## src/rtl/seg_scan_driver_if.sv

```systemverilog
// Display-side bundle for seg_scan_driver: BCD digits, load and blink in;
// registered segment and digit-enable lines out.
interface seg_scan_driver_if #(
   parameter int DIGITS = 3
);
   logic [4*DIGITS-1:0] digits_bcd;
   logic                load;
   logic                blink;
   logic [6:0]          seg;
   logic [DIGITS-1:0]   an;

   modport master (
      output digits_bcd, load, blink,
      input  seg, an
   );

   modport slave (
      input  digits_bcd, load, blink,
      output seg, an
   );
endinterface

```

## src/rtl/seg_scan_driver.sv

```systemverilog
// Time-multiplexed DIGITS-digit 7-segment driver with BCD shadow and blink.
// Optional leading-zero blanking: define SEG_LEADING_ZERO_BLANK_EN.
module seg_scan_driver #(
   parameter int DIGITS    = 3,
   parameter int SCAN_DIV  = 1000,
   parameter int BLINK_DIV = 64
) (
   input logic         clk,
   input logic         reset,
   seg_scan_driver_if.slave bus
);
   localparam int PW = $clog2(SCAN_DIV);
   localparam int IW = (DIGITS > 1) ? $clog2(DIGITS) : 1;
   localparam int BW = $clog2(BLINK_DIV + 1);

   typedef enum logic {PH_VISIBLE, PH_DARK} phase_t;

   logic [PW-1:0]       pre;
   logic [IW-1:0]       idx;
   logic [4*DIGITS-1:0] shadow;
   logic [BW-1:0]       bcnt;
   phase_t              phase;

   logic                pre_wrap;
   logic                scan_done;
   logic [3:0]          cur_digit;
   logic [6:0]          cur_seg;
   logic                blank_lz;
   logic [DIGITS-1:0]   onehot;

   always_comb begin
      pre_wrap  = (pre == PW'(SCAN_DIV - 1));
      scan_done = pre_wrap && (idx == IW'(DIGITS - 1));
      cur_digit = '0;
      onehot    = '0;
      for (int unsigned i = 0; i < DIGITS; i++) begin
         if (idx == IW'(i)) begin
            cur_digit = shadow[4*i +: 4];
         end
         onehot[i] = (idx == IW'(i));
      end
   end

   always_comb begin
      blank_lz = 1'b0;
`ifdef SEG_LEADING_ZERO_BLANK_EN
      // Blank when this digit and all above it are zero; digit 0 always shown.
      blank_lz = (idx != '0);
      for (int unsigned i = 0; i < DIGITS; i++) begin
         if ((IW'(i) >= idx) && (shadow[4*i +: 4] != 4'd0)) begin
            blank_lz = 1'b0;
         end
      end
`endif
   end

   always_comb begin
      case (cur_digit)
         4'd0:    cur_seg = 7'h3F;
         4'd1:    cur_seg = 7'h06;
         4'd2:    cur_seg = 7'h5B;
         4'd3:    cur_seg = 7'h4F;
         4'd4:    cur_seg = 7'h66;
         4'd5:    cur_seg = 7'h6D;
         4'd6:    cur_seg = 7'h7D;
         4'd7:    cur_seg = 7'h07;
         4'd8:    cur_seg = 7'h7F;
         4'd9:    cur_seg = 7'h6F;
         default: cur_seg = 7'h00;
      endcase
      if (blank_lz) begin
         cur_seg = 7'h00;
      end
   end

   always_ff @(posedge clk) begin
      if (reset) begin
         pre     <= '0;
         idx     <= '0;
         shadow  <= '0;
         bcnt    <= '0;
         phase   <= PH_VISIBLE;
         bus.seg <= '0;
         bus.an  <= '0;
      end else begin
         if (bus.load) begin
            shadow <= bus.digits_bcd;
         end

         if (pre_wrap) begin
            pre <= '0;
            idx <= (idx == IW'(DIGITS - 1)) ? '0 : idx + IW'(1);
         end else begin
            pre <= pre + PW'(1);
         end

         if (!bus.blink) begin
            bcnt  <= '0;
            phase <= PH_VISIBLE;
         end else if (scan_done) begin
            if (bcnt == BW'(BLINK_DIV - 1)) begin
               bcnt  <= '0;
               phase <= (phase == PH_DARK) ? PH_VISIBLE : PH_DARK;
            end else begin
               bcnt <= bcnt + BW'(1);
            end
         end

         // Live blink input gates the output so dropping blink shows at once.
         if (bus.blink && (phase == PH_DARK)) begin
            bus.seg <= '0;
            bus.an  <= '0;
         end else begin
            bus.seg <= cur_seg;
            bus.an  <= onehot;
         end
      end
   end
endmodule

```

## src/flat_wrapper.sv

```systemverilog
// flat-port wrapper written by rule: the top's interface ports become plain ports
module seg_scan_driver_flat 
#(
   parameter int DIGITS    = 3,
   parameter int SCAN_DIV  = 1000,
   parameter int BLINK_DIV = 64
)
  (clk, reset, bus_digits_bcd, bus_load, bus_blink, bus_seg, bus_an);
  seg_scan_driver_if #(.DIGITS(DIGITS)) bus_i ();
  input logic clk;
  input logic reset;
  input wire logic [$bits(bus_i.digits_bcd)-1:0] bus_digits_bcd;
  input wire logic [$bits(bus_i.load)-1:0] bus_load;
  input wire logic [$bits(bus_i.blink)-1:0] bus_blink;
  output wire logic [$bits(bus_i.seg)-1:0] bus_seg;
  output wire logic [$bits(bus_i.an)-1:0] bus_an;
  assign bus_i.digits_bcd = bus_digits_bcd;
  assign bus_i.load = bus_load;
  assign bus_i.blink = bus_blink;
  assign bus_seg = bus_i.seg;
  assign bus_an = bus_i.an;
  seg_scan_driver #(.DIGITS(DIGITS), .SCAN_DIV(SCAN_DIV), .BLINK_DIV(BLINK_DIV)) u_core (.clk(clk), .reset(reset), .bus(bus_i));
endmodule
```

## config.mk

```make
export PLATFORM = sky130hd
export DESIGN_NAME = seg_scan_driver_flat
export DESIGN_NICKNAME = d
export VERILOG_FILES = /design/src/rtl/seg_scan_driver_if.sv /design/src/rtl/seg_scan_driver.sv /design/src/flat_wrapper.sv
export SDC_FILE = /design/constraint.sdc
export NUM_CORES = 1
export LEC_CHECK = 0
export CAP_MARGIN = 5
export CORE_ASPECT_RATIO = 1.75
export CORE_MARGIN = 4
export CORE_UTILIZATION = 50
export CTS_BUF_LIST = sky130_fd_sc_hd__clkbuf_16
export CTS_CLUSTER_SIZE = 8
export DETAILED_ROUTE_END_ITERATION = 10
export PLACE_DENSITY = 0.82
export SLEW_MARGIN = 20
export SYNTH_ARGS = -nofsm -noshare
export SYNTH_HDL_FRONTEND = slang
export SYNTH_SLANG_ARGS = --single-unit
```

## constraint.sdc

```tcl
create_clock -name clk -period 2.81 [get_ports clk]
set_input_delay 0.562 -clock clk [delete_from_list [all_inputs] [get_ports clk]]
set_output_delay 0.562 -clock clk [all_outputs]
set_load 0.005 [all_outputs]
```

==> summary.log <==
INFO  clock_tree     tritoncts_clock_tree=done
INFO  synth          synthCells=189
INFO  clock_tree     clock-root-buffer=sky130_fd_sc_hd__clkbuf_16
INFO  synth          synth_area_leaders=sky130_fd_sc_hd__dfxtp_1, sky130_fd_sc_hd__mux2i_1, sky130_fd_sc_hd__nor2_1
INFO  finish         nNetsFinal=239
INFO  global_route   grt_pass1_wl=6.31mm
INFO  placed_design  pre_cts_slack=543ps
INFO  run            max_cap_violation_count=0
INFO  clock_tree     h_tree_depth=2
INFO  sta            worst-slew-pin-transition=676ps
INFO  setup_path     required=3000ps
INFO  sta            setup_viol_count_final=0
INFO  clock_tree     cts.sinks=42
INFO  sta            min_period_over_period=0.805
INFO  die            start_util=0.531
INFO  placed_design  gp_congestion=0.830
INFO  worst_hold_path hp-class=reg -> reg
INFO  die            io-pin-count=26
INFO  die            rows=28
INFO  drt            routed_wire_length_per_instance=13.7um
INFO  drt            drt_wl_total=3.57mm
INFO  clock_tree     clk_pin_slew_worst_paths=60ps
INFO  synth          seq_area_frac_synth=0.457
INFO  power_and_ir_drop leakage_power=0.923nW
INFO  finish         area_delta_synth_final=24.1%
INFO  synth          synth_flop_cell=sky130_fd_sc_hd__dfxtp_1
INFO  sta            totalNegativeSetupSlack=0ps
INFO  clock_tree     number_of_cells_upsized_or_downsized_after_cts=0
INFO  drt            via_count=1397
INFO  global_route   grt.overflow.total=0
INFO  clock_tree     clk-insertion-delay-late=280ps
INFO  synth          syn_area_per_cell=9.74squm
INFO  setup_path     critical_path_peak_fanout=14
INFO  global_route   grt_start_max_net_pins=21
INFO  clock_tree     numCtsBuffers=5
INFO  global_route   first_global_vias=1479
INFO  finish         post_route_cells_drive_above_1_share=0.0651
INFO  synth          syn_area=1840squm
INFO  drt            post-route-drc-count=0
INFO  synth          yosys.area.top_type_share=0.457
INFO  power_and_ir_drop power_density=602nW/um^2
INFO  clock_tree     clock_path_buffers=2
INFO  placed_design  placed_area=2130squm
INFO  synth          async_reset_ff_frac=0
INFO  drt            initialDrtViolationCount=19
INFO  setup_path     timing_worst_setup_path_type=reg -> reg
INFO  synth          postSynthRegisterBits=42
INFO  synth          synth_edf_count=0
INFO  global_route   number_of_antenna_violations_at_the_first_check_in_global_routing=0
INFO  finish         diodes=0
INFO  drt            dr.pass1.iters=4
INFO  sta            unrepaired_setup_endpoints_after_global_routing=no
INFO  sta            fmax=442MHz
INFO  clock_tree     cts_hold_buffers=0
INFO  die            die-height=88.3um
INFO  sta            final_period_minus_worst_setup_slack=2260ps
INFO  global_route   groute.usage.overall=0.178
INFO  setup_path     endpoint_kind=flip-flop
INFO  setup_path     setup.worst_path.start_class=flip-flop
INFO  synth          synthMostInstantiatedCell=sky130_fd_sc_hd__dfxtp_1
INFO  drt            antenna_left=0
INFO  placed_design  buffer_ports.inserted=25
INFO  die            die-width=53.9um
INFO  power_and_ir_drop peakVddDrop=538uV
INFO  synth          synthDominantAreaCellType=sky130_fd_sc_hd__dfxtp_1
INFO  placed_design  hpwl=2.73mm
INFO  sta            worst_path_setup_slack_after_routing=548ps
INFO  clock_tree     postCtsSetupRepairBufs=0
INFO  synth          synth_fp_nets=213
INFO  setup_path     worst-endpoint-arrival=2450ps
INFO  sta            final_slew_violations=0
INFO  sta            max-slew-margin-rel=0.548
INFO  sta            finalHoldViolCount=0
INFO  drt            routed_via_density=5.37
INFO  synth          synthDistinctLibCells=39
INFO  synth          synth_warnings=0
INFO  die            die-area=4750squm
INFO  die            core-area=3470squm
INFO  synth          synth_commonest_cells=sky130_fd_sc_hd__dfxtp_1, sky130_fd_sc_hd__nor2_1, sky130_fd_sc_hd__mux2i_1
INFO  finish         finish.instance_area=2280squm
INFO  status         outcome=finished, final reports clean
INFO  sta            clock_skew=1.25ps
-- worst max-delay path, stage by stage (launching register included) --
cell and delay, ps:
sky130_fd_sc_hd__dfxtp_1 610, sky130_fd_sc_hd__mux2i_1 240, sky130_fd_sc_hd__a2bb2oi_1 450, sky130_fd_sc_hd__inv_1 140, sky130_fd_sc_hd__ha_1 230, sky130_fd_sc_hd__mux2_2 270, sky130_fd_sc_hd__a211oi_1 230
-- cells in the final DEF, fill, tap and decap left out, types with 3 or more instances in the layout --
cell type	Yosys	final
sky130_fd_sc_hd__clkbuf_16	0	5
sky130_fd_sc_hd__nand4_1	3	3
sky130_fd_sc_hd__inv_1	6	6
sky130_fd_sc_hd__mux2i_1	24	24
sky130_fd_sc_hd__clkdlybuf4s50_1	0	25
sky130_fd_sc_hd__nor2b_1	4	4
sky130_fd_sc_hd__or4_1	3	3
sky130_fd_sc_hd__nor3_1	5	5
sky130_fd_sc_hd__nor2_1	30	30
sky130_fd_sc_hd__xnor2_1	8	8
sky130_fd_sc_hd__nor4_1	3	3
sky130_fd_sc_hd__ha_1	8	8
sky130_fd_sc_hd__dfxtp_1	42	42
sky130_fd_sc_hd__a211oi_1	3	3
sky130_fd_sc_hd__nand2_1	7	7
sky130_fd_sc_hd__o21ai_0	5	5
-- layer usage --
layer	vias to the layer above	GRT usage	wire [um]	part of all wire
li1	709	-	-	-
met1	661	0.183	1410	0.39
met3	5	0.0388	103	0.029
met2	22	0.322	2000	0.56
met4	0	0.0930	68	0.019
met5	-	0	0	0
-- cell type report --
| class | count | area [sq um] |
|---|---|---|
| clock buffers | 5 | 125 |
| flip-flops and latches | 42 | 841 |
| repair buffers | 26 | 258 |
| multi-input cells | 134 | 948 |
| fillers | 288 | 1180 |
| inverters | 6 | 22.5 |
| clock inverters | 2 | 33.8 |
| well taps | 45 | 56.3 |
-- sequential cells by signal, indices dropped and copies added, names as in the netlist --
| signal | flops |
|---|---|
| u_core.pre | 10 |
| u_core.bcnt | 7 |
| u_core.bus.an | 3 |
| u_core.shadow | 12 |
| u_core.phase | 1 |
| u_core.idx | 2 |
| u_core.bus.seg | 7 |
-- power by group --
group          switching (mW)  internal, mW
clock                   0.213         0.410
combinational          0.0520        0.0683
sequential             0.0113         0.621
-- per-stage QoR --
stage                util  hold WS (ps)  power (mW)  std cells
global placement    0.613           431       0.763        253
CTS                 0.659           454        1.38        260
floorplan               -           418       0.705        189
global route        0.659           477        1.43        260
finish              0.659           449        1.38        260
detailed placement  0.613           443       0.767        253
-- logic make-up after synthesis --
group                      count (synthesis)  share of synthesized area
muxes                                     26                      0.143
adders and majority gates                  8                     0.0544
and+or+nand+nor                           69                      0.189
xor gates and xnor gates                  10                     0.0476
AOI/OAI and AO/OA                         21                     0.0816
DFF                                       42                      0.457
buffers and inverters                     13                     0.0279
-- path summary, 6_finish.rpt --
check | startpoint | end | slack, ps | depth (start not counted)
worst min register to register | u_core.pre[0] | u_core.pre[0] | 450 | 1
worst max register to register | u_core.idx[0] | u_core.bus.seg[0] | 550 | 6
worst min-delay path | u_core.pre[0] | u_core.pre[0] | 450 | 1
worst max-delay path | u_core.idx[0] | u_core.bus.seg[0] | 550 | 6
(Power assumes the default switching activity.)
